$ cat config.mk
export PLATFORM = sky130hd
export DESIGN_NAME = uart_boot_loader
export DESIGN_NICKNAME = d
export VERILOG_FILES = /design/src/rtl/boot_pkg.sv /design/src/rtl/uart_rx_byte.sv /design/src/rtl/uart_boot_loader.sv
export SDC_FILE = /design/constraint.sdc
export NUM_CORES = 1
export LEC_CHECK = 0
export ABC_AREA = 1
export CAP_MARGIN = 20
export CORE_UTILIZATION = 30
export DETAILED_ROUTE_END_ITERATION = 12
export DONT_BUFFER_PORTS = 1
export GPL_TIMING_DRIVEN = 0
export PLACE_DENSITY = 0.4
export SKIP_LAST_GASP = 1
export SLEW_MARGIN = 20
export SYNTH_ARGS = -nofsm -noshare
export SYNTH_HDL_FRONTEND = slang
export SYNTH_SLANG_ARGS = --single-unit
$ cat constraint.sdc
create_clock -name clk -period 2.8 [get_ports clk]
set_clock_uncertainty 0.1 [all_clocks]
set_input_delay 0.56 -clock clk [delete_from_list [all_inputs] [get_ports clk]]
set_output_delay 0.56 -clock clk [all_outputs]
set_load 0.05 [all_outputs]
$ cat src/rtl/boot_pkg.sv
// Shared types and constants for the UART boot loader: the magic byte and the
// state encodings of the protocol FSM and the serial receiver.
package boot_pkg;

  localparam logic [7:0] BOOT_MAGIC = 8'hA5;

  typedef enum logic [2:0] {
    WAIT_MAGIC,
    LEN_LO,
    LEN_HI,
    DATA,
    CHECK,
    DONE,
    ERROR
  } boot_state_t;

  typedef enum logic [1:0] {
    RX_IDLE,
    RX_START,
    RX_DATA,
    RX_STOP
  } rx_state_t;

endpackage

$ cat src/rtl/uart_rx_byte.sv
// 8N1 serial receiver: two-flop synchronizer, start-bit glitch rejection and
// bit timing. Emits one-cycle byte_valid_o or frame_err_o pulses.
module uart_rx_byte
  import boot_pkg::*;
#(
  parameter int CLKS_PER_BIT = 868
) (
  input  logic       clk,
  input  logic       reset,
  input  logic       rx_i,
  output logic [7:0] byte_o,
  output logic       byte_valid_o,
  output logic       frame_err_o
);

  localparam int                CNT_W     = $clog2(CLKS_PER_BIT + 1);
  localparam logic [CNT_W-1:0]  FULL_LAST = CNT_W'(CLKS_PER_BIT - 1);
  localparam logic [CNT_W-1:0]  HALF_LAST = CNT_W'(CLKS_PER_BIT / 2 - 1);

  logic             r_rx_meta;
  logic             r_rx_sync;
  rx_state_t        r_state;
  logic [CNT_W-1:0] r_cnt;
  logic [2:0]       r_bit_idx;
  logic [7:0]       r_shift;
  logic [7:0]       r_byte;
  logic             r_valid;
  logic             r_ferr;

  // NOTE: every register here updates with <= in one clocked block, so all
  // reads within a cycle see the pre-edge values regardless of statement order.
  always_ff @(posedge clk) begin
    if (reset) begin
      r_rx_meta <= 1'b1;
      r_rx_sync <= 1'b1;
      r_state   <= RX_IDLE;
      r_cnt     <= '0;
      r_bit_idx <= '0;
      r_shift   <= '0;
      r_byte    <= '0;
      r_valid   <= 1'b0;
      r_ferr    <= 1'b0;
    end else begin
      r_rx_meta <= rx_i;
      r_rx_sync <= r_rx_meta;
      r_valid   <= 1'b0;
      r_ferr    <= 1'b0;
      case (r_state)
        RX_IDLE: begin
          r_cnt <= '0;
          if (!r_rx_sync) r_state <= RX_START;
        end
        RX_START: begin
          // Half a bit in: a line that is high again was only a glitch.
          if (r_cnt == HALF_LAST) begin
            r_cnt     <= '0;
            r_bit_idx <= '0;
            r_state   <= r_rx_sync ? RX_IDLE : RX_DATA;
          end else begin
            r_cnt <= r_cnt + 1'b1;
          end
        end
        RX_DATA: begin
          if (r_cnt == FULL_LAST) begin
            r_cnt     <= '0;
            r_shift   <= {r_rx_sync, r_shift[7:1]};
            r_bit_idx <= r_bit_idx + 1'b1;
            if (r_bit_idx == 3'd7) r_state <= RX_STOP;
          end else begin
            r_cnt <= r_cnt + 1'b1;
          end
        end
        RX_STOP: begin
          if (r_cnt == FULL_LAST) begin
            r_cnt   <= '0;
            r_state <= RX_IDLE;
            if (r_rx_sync) begin
              r_valid <= 1'b1;
              r_byte  <= r_shift;
            end else begin
              r_ferr <= 1'b1;
            end
          end else begin
            r_cnt <= r_cnt + 1'b1;
          end
        end
        default: r_state <= RX_IDLE;
      endcase
    end
  end

  assign byte_o       = r_byte;
  assign byte_valid_o = r_valid;
  assign frame_err_o  = r_ferr;

endmodule

$ cat src/rtl/uart_boot_loader.sv
// UART boot loader: receives a length-prefixed, XOR-checked program image,
// writes it into instruction memory and holds the CPU in reset until verified.
module uart_boot_loader
  import boot_pkg::*;
#(
  parameter int CLK_FREQ   = 100_000_000,
  parameter int BAUD       = 115200,
  parameter int IMEM_DEPTH = 128,
  parameter int ADDR_W     = $clog2(IMEM_DEPTH)
) (
  input  logic              clk,
  input  logic              reset,
  input  logic              rx_i,
  output logic              imem_we_o,
  output logic [ADDR_W-1:0] imem_addr_o,
  output logic [31:0]       imem_wdata_o,
  output logic              cpu_reset_o,
  output logic              boot_done_o,
  output logic              boot_err_o
);

  localparam int          CLKS_PER_BIT = CLK_FREQ / BAUD;
  localparam logic [15:0] DEPTH_16     = 16'(IMEM_DEPTH);

  logic [7:0]  w_byte;
  logic        w_byte_valid;
  logic        w_frame_err;
  logic        w_magic;
  logic [15:0] w_len;
  logic [31:0] w_word_next;
  logic [ADDR_W:0] w_word_idx_inc;

  boot_state_t       r_state;
  logic [7:0]        r_len_lo;
  logic [ADDR_W:0]   r_len_words;
  logic [ADDR_W:0]   r_word_idx;
  logic [1:0]        r_byte_cnt;
  logic [7:0]        r_chk;
  logic [31:0]       r_word;
  logic              r_imem_we;
  logic [ADDR_W-1:0] r_imem_addr;
  logic [31:0]       r_imem_wdata;
  logic              r_cpu_reset;
  logic              r_boot_done;
  logic              r_boot_err;

  uart_rx_byte #(.CLKS_PER_BIT(CLKS_PER_BIT)) u_rx (
    .clk          (clk),
    .reset        (reset),
    .rx_i         (rx_i),
    .byte_o       (w_byte),
    .byte_valid_o (w_byte_valid),
    .frame_err_o  (w_frame_err)
  );

  // NOTE: defaults assigned first so no path through this block infers a latch.
  always_comb begin
    w_magic        = w_byte_valid && (w_byte == BOOT_MAGIC);
    w_len          = {w_byte, r_len_lo};
    w_word_next    = r_word;
    w_word_next[{r_byte_cnt, 3'b000} +: 8] = w_byte;
    w_word_idx_inc = r_word_idx + {{ADDR_W{1'b0}}, 1'b1};
  end

  // Word indices never exceed IMEM_DEPTH, so an ADDR_W+1 bit index reaches
  // LEN == IMEM_DEPTH without wrapping.
  always_ff @(posedge clk) begin
    if (reset) begin
      r_state      <= WAIT_MAGIC;
      r_len_lo     <= '0;
      r_len_words  <= '0;
      r_word_idx   <= '0;
      r_byte_cnt   <= '0;
      r_chk        <= '0;
      r_word       <= '0;
      r_imem_we    <= 1'b0;
      r_imem_addr  <= '0;
      r_imem_wdata <= '0;
      r_cpu_reset  <= 1'b1;
      r_boot_done  <= 1'b0;
      r_boot_err   <= 1'b0;
    end else begin
      r_imem_we <= 1'b0;
      case (r_state)
        WAIT_MAGIC, ERROR: begin
          if (w_magic) begin
            r_state    <= LEN_LO;
            r_word_idx <= '0;
            r_byte_cnt <= '0;
            r_chk      <= '0;
            r_boot_err <= 1'b0;
          end
        end
        LEN_LO: begin
          if (w_frame_err) begin
            r_state    <= ERROR;
            r_boot_err <= 1'b1;
          end else if (w_byte_valid) begin
            r_len_lo <= w_byte;
            r_state  <= LEN_HI;
          end
        end
        LEN_HI: begin
          if (w_frame_err || (w_byte_valid && w_len > DEPTH_16)) begin
            r_state    <= ERROR;
            r_boot_err <= 1'b1;
          end else if (w_byte_valid) begin
            r_len_words <= w_len[ADDR_W:0];
            r_state     <= (w_len == 16'd0) ? CHECK : DATA;
          end
        end
        DATA: begin
          if (w_frame_err) begin
            r_state    <= ERROR;
            r_boot_err <= 1'b1;
          end else if (w_byte_valid) begin
            r_word     <= w_word_next;
            r_chk      <= r_chk ^ w_byte;
            r_byte_cnt <= r_byte_cnt + 1'b1;
            if (r_byte_cnt == 2'd3) begin
              r_imem_we    <= 1'b1;
              r_imem_addr  <= r_word_idx[ADDR_W-1:0];
              r_imem_wdata <= w_word_next;
              r_word_idx   <= w_word_idx_inc;
              if (w_word_idx_inc == r_len_words) r_state <= CHECK;
            end
          end
        end
        CHECK: begin
          if (w_frame_err || (w_byte_valid && w_byte != r_chk)) begin
            r_state    <= ERROR;
            r_boot_err <= 1'b1;
          end else if (w_byte_valid) begin
            r_state     <= DONE;
            r_cpu_reset <= 1'b0;
            r_boot_done <= 1'b1;
          end
        end
        DONE: ;
        default: r_state <= WAIT_MAGIC;
      endcase
    end
  end

  assign imem_we_o    = r_imem_we;
  assign imem_addr_o  = r_imem_addr;
  assign imem_wdata_o = r_imem_wdata;
  assign cpu_reset_o  = r_cpu_reset;
  assign boot_done_o  = r_boot_done;
  assign boot_err_o   = r_boot_err;

endmodule
# --- Word level (Yosys, flattened, before mapping) ---
# Cells that the tools add are included.
# W data, S select, Z words.
classes:
  magnitude_cmp: 1
  reduce_logical: 29
  n_eq_ne: 34
  bitwise_logic: 9
  mux: 47
  shift: 2
  addsub: 5
op_table:
  columns: ["operator", "n"]
  rows:
  - ["$mux W8", 6]
  - ["$mux W3", 14]
  - ["$bwmux W32", 1]
  - ["$pmux W8 S2", 2]
  - ["$shift A8 B7 Y32 const A", 1]
  - ["$shiftx A8 B7 Y32", 1]
  - ["$pmux W10 S3", 1]
  - ["$mux W10", 2]
  - ["$mux W2", 9]
  - ["$pmux W3 S6", 1]
  - ["$reduce_and A3 Y1", 6]
  - ["$gt A16 B8 Y1 const B", 1]
  - ["$logic_not A16 Y1", 1]
  - ["$reduce_and A5 Y1", 3]
  - ["$eq A3 B3 Y1 const B", 4]
  - ["$ne A2 B1 Y1 const B", 6]
  - ["$ne A2 B2 Y1 const B", 6]
  - ["$ne A3 B2 Y1 const B", 4]
  - ["$add A10 B1 Y10 const B", 1]
  - ["$eq A10 B10 Y1 const B", 1]
  - ["$eq A10 B9 Y1 const B", 1]
  - ["$add A8 B1 Y8 const B", 1]
  - ["$eq A8 B8 Y1", 1]
  - ["$eq A8 B8 Y1 const B", 1]
  - ["28 further kinds", 52]
totals:
  wordCells: 149
  inputBits: 3
  register_bits: 147

# --- Logic depth before layout (Yosys ltp) ---
# Gate-level depths: netlist of the first run.
depth:
  word_depth: 7
  mapped_depth: 15
  mapped_depth_nobuf: 15

# --- By module ---
# A second synthesis of the first run with hierarchy kept.
hier_totals:
  cells_unflattened: 924
  area_unflattened_um2: 6731.5
by_module_without_submodules:
  columns: ["module", "area_per_inst_um2", "cells_each", "instances", "seq_area_each_um2"]
  rows:
  - ["uart_boot_loader", 5161.2, 712, 1, 2242.2]
  - ["uart_rx_byte", 1570.3, 212, 1, 700.7]

# --- Worst setup path before layout of the first run ---
# No wires, ideal clock.
synth_timing:
  path_type: "reg2reg"
  startpoint: "register r_byte_cnt[0]"
  endpoint: "register r_imem_wdata[5], in the netlist imem_wdata_o[5]"
  t_arrival_ns: 1.861
  setup_slack_ns: 0.754
  t_required_ns: 2.614
  path_stages_with_launch: 9
  setup_time_ns: 0.086
  path_cell_list: "dfxtp_1 > clkbuf_1 > inv_1 > ha_1 > inv_1 > nand3_1 > o22ai_1 > nor2_1 > a211oi_1"
synth_between:
  elab_chain_len: 3
synth_lines:
  columns: ["element", "line_no", "text"]
  rows:
  - ["start, declared", "uart_boot_loader.sv:37", "logic [1:0] r_byte_cnt;"]
  - ["start signal, assigned", "uart_boot_loader.sv:119", "r_byte_cnt <= r_byte_cnt + 1'b1;"]
  - ["$neg A5 Y7", "uart_boot_loader.sv:61", "w_word_next[{r_byte_cnt, 3'b000} +: 8] = w_byte;"]
  - ["$shiftx A8 B7 Y32 / $shift A8 B7 Y32 (equally long branches)", "uart_boot_loader.sv:61", null]
  - ["$bwmux W32", "uart_boot_loader.sv:61", null]
  - ["end signal, assigned", "uart_boot_loader.sv:123", "r_imem_wdata <= w_word_next;"]
  - ["end, declared", "uart_boot_loader.sv:42", "logic [31:0] r_imem_wdata;"]
# Parallel ways exist; a longest one is shown, timed or not.
# A chain may end at the register's enable or synchronous reset.

# --- Final worst setup path of the first run ---
layout_timing:
  startpoint: "register r_byte_cnt[0]"
  endpoint: "register r_imem_wdata[4], in the netlist imem_wdata_o[4]"
# Same word-level chain as after synthesis.

==> results of run 1 <==
[through the flow]
step	util [%]	power (mW)	instances	setup slack, ns
after floorplan	-	2.65	862	0.754
after global placement	32.5	2.79	1137	0.236
after detailed placement	32.5	2.79	1137	0.209
after CTS	35.3	5.14	1169	0.201
after global routing	35.3	5.31	1169	0.119
final	35.3	5.07	1169	0.335
[power breakdown]
group / leakage [nW] / internal, mW / switching, mW / total, mW
Clock: 0.285 / 1.34 / 0.986 / 2.32
Combinational: 1.41 / 0.174 / 0.360 / 0.534
Sequential: 1.19 / 2.14 / 0.0691 / 2.21
Total: 2.88 / 3.65 / 1.42 / 5.07
[cell families after synthesis]
group | synth area share [%]
adders and majority gates | 2.10
buffers and inverters | 8.62
AOI/OAI and AO/OA | 19.4
and+or+nand+nor | 22.9
xor gates and xnor gates | 2.14
DFF | 44.9
[per-layer routing]
| metal | routed length (um) | part of all wire, % | track usage [%] |
|---|---|---|---|
| met1 | 9160 | 49 | 23.1 |
| met5 | 0 | 0 | 0 |
| met3 | 670 | 3.6 | 3.57 |
| met4 | 200 | 1.1 | 6.11 |
| met2 | 8720 | 47 | 28.4 |
[placed cells by master (no fill, tap or decap), drive strengths merged]
master,synthesis,layout
xor2,7,7
inv,88,95
o21ba,1,1
ha,11,11
o211ai,2,2
xnor2,9,9
nand3,52,52
nand4,5,5
nand3b,2,2
a2bb2oi,6,6
a211oi,39,39
nor3b,1,1
buf,23,23
clkbuf,23,40
nor4,6,6
a21oi,76,76
a31oi,1,1
clkinvlp,0,3
clkinv,2,5
o2111ai,1,1
bufinv,0,2
o21ai,70,70
nor3,12,12
dfxtp,147,147
nor4b,1,1
or2,2,2
nor2,137,137
nand2,115,115
a22oi,3,3
o22ai,20,20
[worst max-delay path by stage]
stage	end	slack (ns)	cells past startpoint
finish	imem_wdata_o[4]	0.33	8
global route	imem_wdata_o[7]	0.12	8
CTS	imem_wdata_o[5]	0.20	8
detailed placement	imem_wdata_o[5]	0.21	8
global placement	imem_addr_o[2]	0.24	6
floorplan	imem_wdata_o[5]	0.75	8
[what timing repair did]
action	CTS	global route
buffers inserted	0	0
setup endpoints to repair	0	9
gates resized for setup	0	2
hold buffers	0	0
[area by class of cell]
class,instances,area (um^2)
fillers,2247,13700
multi-input cells,579,3040
flip-flops and latches,147,2940
clock buffers,17,425
well taps,275,344
inverters,90,338
plain buffers,46,228
clock inverters,15,171
[worst max-delay path, delay by kind of cell (launching register included)]
kind                       cells  cell delay (ns)
buffers and inverters          3             0.61
and+or+nand+nor                2             0.47
AOI/OAI and AO/OA              2             0.43
DFF                            1             0.41
adders and majority gates      1             0.37
==> flow_summary.yaml, run 1 <==
outcome:
  status: "finished clean"
placed_design:
  placed_area_um2: 6890
  post-dp-hpwl_mm: 13.7
  port-buffer-count: 0
  gp_congestion: 0.850
finish:
  layout.nets: 895
  antenna_cells: 0
  syn2layout_area_growth_pct: 14.4
  layout-drive-gt1-share_pct: 9.17
  final_area_um2: 7490
logic_synthesis:
  syn_nets: 876
  synth_warnings: 0
  yosysUniqueCellTypes: 42
  yosysTopAreaCell: "dfxtp_1"
  synth_seq_cells: 147
  postSynthCellCount: 862
  synth.avg_cell_area_um2: 7.60
  seq_area_frac_synth_pct: 44.9
  synthTopCellsByArea: "dfxtp_1 45%, nor2_1 7.5%, nand2_1 6.4%"
  synth_edf_count: 0
  async_reset_ff_share_pct: 0
  yosysMostFrequentCell: "dfxtp_1"
  synth_top_area_share_pct: 44.9
  ys.flop_type: "dfxtp_1"
  synth_area_um2: 6550
  yosys-top-cells-count: "147 x dfxtp_1, 131 x nor2_1, 112 x nand2_1, 83 x inv_1, 75 x a21oi_1"
clock_network:
  cts_tree: "built"
  clock_latency_ns: 0.43
  htreeDepth: 4
  cts_buffer_depth: 2
  cts_root_buf: "clkbuf_16"
  path_clk_slew_ns: 0.07
  cts.sinks: 147
  numCtsBuffers: 17
timing:
  max_freq_mhz: 406
  maxSlewHeadroom_pct: 55.9
  whs_ns: 0.132
  rsz0062_at_grt: "false"
  hold_violations: 0
  final.min_clock_period_ns: 2.47
  setup_viol: 0
  maxSlewViolCount: 0
  tns_ns: 0
  period_share_pct: 88.0
  worst_slew_pin_slew_ns: 0.662
critical_path:
  required_ns: 3.04
  startpoint: "r_byte_cnt[0]"
  worst_ep_arrival_time_ns: 2.70
  r2r_start: "r_byte_cnt[0]"
  crit_type: "reg -> reg"
  r2r_cells: 8
  path_cells: "clkbuf_2, inv_1, ha_1, inv_1, nand3_1, o22ai_1, nor2_1, a211oi_1"
  crit_slowest_cell: "dfxtp_1"
  rrSetupSlack_ns: 0.33
  start_kind: "register"
  cp_max_fo: 10
  r2r-end: "imem_wdata_o[4]"
  critPathCaptureType: "register"
  critPathMaxStageDelay_ns: 0.41
  path_common_cell: "inv_1"
grt:
  grt_antenna_before_repair: 1
  grt_pass1_vias: 5564
  grt_max_degree: 17
  grt_first_pass_wirelength_mm: 29.9
  grt_usage_pct: 17.6
  grt_overflow: 0
floorplanning:
  core.rowCount: 53
  initial_core_util_pct: 30.9
  core-area_um2: 21200
  die_width_um: 150
  die_y_um: 150
  die_area_um2: 22400
  pin_count: 46
worst_hold_path:
  holdPathStages: 1
  hp-class: "in -> reg"
  holdPathEnd: "u_rx.r_rx_meta"
  min_from: "rx_i"
drt:
  vias: 5739
  ant_nets: 0
  wl_per_cell_um: 16.0
  drt_wl_total_mm: 18.8
  first_pass_iters: 4
  vias_per_cell: 4.91
  drtIter0Drc: 261
  drc: 0
power:
  ir_drop_v: 0.000357
  power_density_nw_per_um2: 676
  power_leakage_nw: 2.88
job:
  drv_cap: 0
(Power assumes the default switching activity.)
==> run 2, diff against run 1 <==
--- a/config.mk
+++ b/config.mk
@@ -7,11 +7,11 @@
 export LEC_CHECK = 0
 export ABC_AREA = 1
 export CAP_MARGIN = 20
-export CORE_UTILIZATION = 30
+export CORE_UTILIZATION = 63
 export DETAILED_ROUTE_END_ITERATION = 12
 export DONT_BUFFER_PORTS = 1
 export GPL_TIMING_DRIVEN = 0
-export PLACE_DENSITY = 0.4
+export PLACE_DENSITY = 0.75
 export SKIP_LAST_GASP = 1
 export SLEW_MARGIN = 20
 export SYNTH_ARGS = -nofsm -noshare
==> flow_summary.yaml, run 2 (synthesis results as in run 1) <==
timing:
  period_share_pct: 85.4
  max_freq_mhz: 418
  hold_violations: 0
  worst_slew_pin_slew_ns: 0.623
  maxSlewHeadroom_pct: 58.5
  fin_ws_ns: 0.409
  rsz0062_at_grt: "false"
  setup_viol: 0
  maxSlewViolCount: 0
  final.min_clock_period_ns: 2.39
  whs_ns: 0.0289
  tns_ns: 0
critical_path:
  critical_path_buf_inv_count: 3
  path_common_cell: "inv_1"
  critical_path_depth: 8
  required_ns: 3.14
  start_kind: "register"
  path_cells: "clkbuf_2, inv_1, ha_1, inv_1, nand3_1, o22ai_1, nor2_1, a211oi_1"
  cp_max_fo: 10
  critPathMaxStageDelay_ns: 0.40
  critPathTopFamily: "buffers and inverters"
  crit_slowest_cell: "dfxtp_1"
  critPathCaptureType: "register"
  crit_type: "reg -> reg"
  r2r_cells: 8
  worst_ep_arrival_time_ns: 2.73
drt:
  drtIter0Drc: 404
  drt_wl_total_mm: 16.2
  vias_per_cell: 5.76
  drc: 0
  wl_per_cell_um: 15.8
  first_pass_iters: 5
  vias: 5911
  ant_nets: 0
clock_network:
  htreeDepth: 4
  post_cts_buffers: 0
  cts_root_buf: "clkbuf_8"
  path_clk_slew_ns: 0.06
  cts.sinks: 147
  clock_latency_ns: 0.53
  cts_tree: "built"
  numCtsBuffers: 17
  cts_buffer_depth: 2
power:
  power_leakage_nw: 2.89
  ir_drop_v: 0.000412
  power_density_nw_per_um2: 688
  design_power_total_mw: 5.03
job:
  drv_cap: 0
finish:
  multiInputGateArea_um2: 3040
  final_cell_mix: "147 x dfxtp_1, 131 x nor2_1, 112 x nand2_1"
  nFillCells: 778
  final_area_um2: 7320
  register_area_um2: 2940
  layout_commonest_cell: "dfxtp_1"
  fin_util_pct: 73.8
  stdcell_count: 1027
  layout.nets: 895
  syn2layout_area_growth_pct: 11.7
  antenna_cells: 0
  layout-drive-gt1-share_pct: 8.95
floorplanning:
  die_area_um2: 10800
  die_width_um: 104
  initial_core_util_pct: 66.1
  core.rowCount: 36
  pin_count: 46
  core-area_um2: 9910
  die_y_um: 104
worst_hold_path:
  holdPathStages: 1
  hp-class: "in -> reg"
grt:
  grt_usage_pct: 31.4
  grt_first_pass_wirelength_mm: 27.2
  grt_overflow: 0
  grt_antenna_before_repair: 0
  grt_max_degree: 17
  grt_pass1_vias: 5696
placed_design:
  placed_area_um2: 6720
  pre_cts_ws_ns: 0.295
  dpl.cell_count: 995
  post-dp-hpwl_mm: 11.4
  port-buffer-count: 0
  gp_congestion: 0.920
outcome:
  status: "finished clean"
-- run 2: power by group --
| group | leakage (nW) | internal (mW) | switching, mW |
|---|---|---|---|
| clock | 0.289 | 1.41 | 0.878 |
| combinational | 1.41 | 0.174 | 0.365 |
| sequential | 1.19 | 2.14 | 0.0679 |
| total | 2.89 | 3.72 | 1.31 |
-- run 2: layer usage --
metal | global-route usage [%] | vias up | wire length, um
met1 | 39.9 | 2739 | 7020
met4 | 11.6 | 0 | 413
met2 | 52.3 | 213 | 7670
li1 | - | 2919 | -
met3 | 6.64 | 40 | 1100
met5 | 0 | - | 0
-- run 2: path summary, 6_finish.rpt --
path	from	to	slack [ns]
worst min register to register	u_rx.r_rx_meta	u_rx.r_rx_sync	0.32
worst max-delay path	r_byte_cnt[0]	imem_wdata_o[0]	0.41
worst min-delay path	rx_i	u_rx.r_rx_meta	0.03
worst max register to register	r_byte_cnt[0]	imem_wdata_o[0]	0.41
-- run 2: layout make-up --
| type | instances | share of cell area, % |
|---|---|---|
| Multi-Input combinational cell | 579 | 41.6 |
| Sequential cell | 147 | 40.2 |
| Clock buffer | 21 | 6.14 |
| Inverter | 90 | 4.62 |
| Buffer | 46 | 3.11 |
| Tap cell | 133 | 2.27 |
| Clock inverter | 11 | 2.05 |
-- run 2: timing repair --
item,4_1_cts,5_1_grt
endpoints found under the hold margin,0,0
setup endpoints to repair,0,1
hold buffers,0,0
gates resized for setup,0,2
==> run 3, diff against run 2 <==
==> constraint.sdc (replaced) <==
create_clock -name clk -period 2.8 [get_ports clk]
set_clock_uncertainty 0.1 [all_clocks]
set_input_delay 0.28 -clock clk [delete_from_list [all_inputs] [get_ports clk]]
set_output_delay 0.28 -clock clk [all_outputs]
set_load 0.05 [all_outputs]
==> flow_summary.yaml, run 3 (synthesis results as in run 1) <==
grt:
  grt_first_pass_wirelength_mm: 27.2
  grt_overflow: 0
  grt_usage_pct: 31.4
  grt_pass1_vias: 5702
  grt_max_degree: 17
  grt_antenna_before_repair: 0
placed_design:
  post-dp-hpwl_mm: 11.4
  port-buffer-count: 0
  gp_congestion: 0.920
floorplanning:
  die_area_um2: 10800
  die_y_um: 104
  pin_count: 46
  core-area_um2: 9910
  initial_core_util_pct: 66.1
  core.rowCount: 36
  die_width_um: 104
critical_path:
  crit_slowest_cell: "dfxtp_1"
  r2r_cells: 8
  crit_type: "reg -> reg"
  path_common_cell: "inv_1"
  start_kind: "register"
  path_cells: "clkbuf_2, inv_1, ha_1, inv_1, nand3_1, o22ai_1, nor2_1, a211oi_1"
  required_ns: 3.14
  cp_max_fo: 10
  worst_ep_arrival_time_ns: 2.73
  critPathMaxStageDelay_ns: 0.39
  rrSetupSlack_ns: 0.41
  critPathCaptureType: "register"
clock_network:
  clock_latency_ns: 0.53
  cts_root_buf: "clkbuf_8"
  numCtsBuffers: 17
  cts.sinks: 147
  htreeDepth: 4
  cts_buffer_depth: 2
  cts_tree: "built"
  post_cts_buffers: 0
  path_clk_slew_ns: 0.06
finish:
  nFillCells: 774
  final_cell_mix: "147 x dfxtp_1, 131 x nor2_1, 112 x nand2_1"
  fin_util_pct: 73.9
  layout.nets: 896
  layout_commonest_cell: "dfxtp_1"
  antenna_cells: 0
  syn2layout_area_growth_pct: 11.9
  layout-drive-gt1-share_pct: 8.94
power:
  power_leakage_nw: 2.89
  ir_drop_v: 0.000411
  power_density_nw_per_um2: 687
timing:
  setup_viol: 0
  tns_ns: 0
  hold_violations: 0
  max_freq_mhz: 419
  period_share_pct: 85.2
  worst_slew_pin_slew_ns: 0.635
  rsz0062_at_grt: "false"
  final.min_clock_period_ns: 2.39
  maxSlewHeadroom_pct: 57.6
  maxSlewViolCount: 0
drt:
  vias: 6014
  first_pass_iters: 5
  wl_met2_mm: 7.70
  vias_per_cell: 5.85
  top_layer: "met4"
  wl_met1_mm: 7.00
  drt_wl_total_mm: 16.1
  drtIter0Drc: 410
  met3RoutedLength_mm: 1.10
  ant_nets: 0
  drc: 0
  wl_per_cell_um: 15.7
job:
  drv_cap: 0
outcome:
  status: "finished clean"
worst_hold_path:
  holdPathStages: 2
  hp-class: "in -> reg"
run 3: cell types whose count changed in the layout (fill, tap and decap cells not counted):
cell           change
dlygate4sd3_1      +1
run 3: per-layer routing:
metal,global-route usage (%),vias to the layer above
met2,52.3,234
li1,-,2927
met3,6.64,38
met1,39.9,2815
met4,11.6,0
met5,0,-
run 3: repair_timing:
item	4_1_cts	5_1_grt
hold buffers	1	0
endpoints found under the hold margin	1	0
endpoints found under the setup margin	0	1
gates resized for setup	0	2
run 3: stage by stage:
| stage | hold slack, ns | power [mW] | cells | setup WS, ns | instance area, um^2 |
|---|---|---|---|---|---|
| 6_report | 0.0537 | 5.03 | 1028 | 0.414 | 7330 |
| 5_1_grt | 0.0536 | 5.21 | 1028 | 0.166 | 7330 |
| 4_1_cts | 0.0575 | 5.02 | 1028 | 0.280 | 7330 |
| 3_5_place_dp | 0.286 | 2.77 | 995 | 0.295 | 6720 |
| 3_3_place_gp | 0.284 | 2.75 | 995 | 0.384 | 6720 |
| 2_1_floorplan | 0.284 | 2.65 | 862 | 0.754 | 6550 |
run 3: worst paths after layout:
check,start,endpoint
setup / recovery,r_byte_cnt[0],imem_wdata_o[0]
hold / removal,reset,imem_we_o
setup reg to reg,r_byte_cnt[0],imem_wdata_o[0]
hold reg to reg,u_rx.r_rx_meta,u_rx.r_rx_sync
run 3: cell type report:
class / instances / area, um^2 / share of cell area, %
flip-flops and latches: 147 / 2940 / 40.2
multi-input cells: 579 / 3040 / 41.5
repair buffers: 1 / 10.0 / 0.137
plain buffers: 46 / 228 / 3.11
clock buffers: 21 / 449 / 6.13
well taps: 133 / 166 / 2.27
inverters: 90 / 338 / 4.61
clock inverters: 11 / 150 / 2.05
run 3: power by group:
part / internal [mW] / switching, mW / total [mW]
Sequential: 2.14 / 0.0678 / 2.21
Combinational: 0.175 / 0.364 / 0.539
Clock: 1.41 / 0.875 / 2.29
Total: 3.72 / 1.31 / 5.03
run 3: worst max-delay path: cells and delay by family (launching register included):
| family | cells | cell delay, ns |
|---|---|---|
| fa+ha+maj | 1 | 0.37 |
| simple gates | 2 | 0.43 |
| compound gates | 2 | 0.42 |
| buf+inv | 3 | 0.59 |
| flops | 1 | 0.39 |
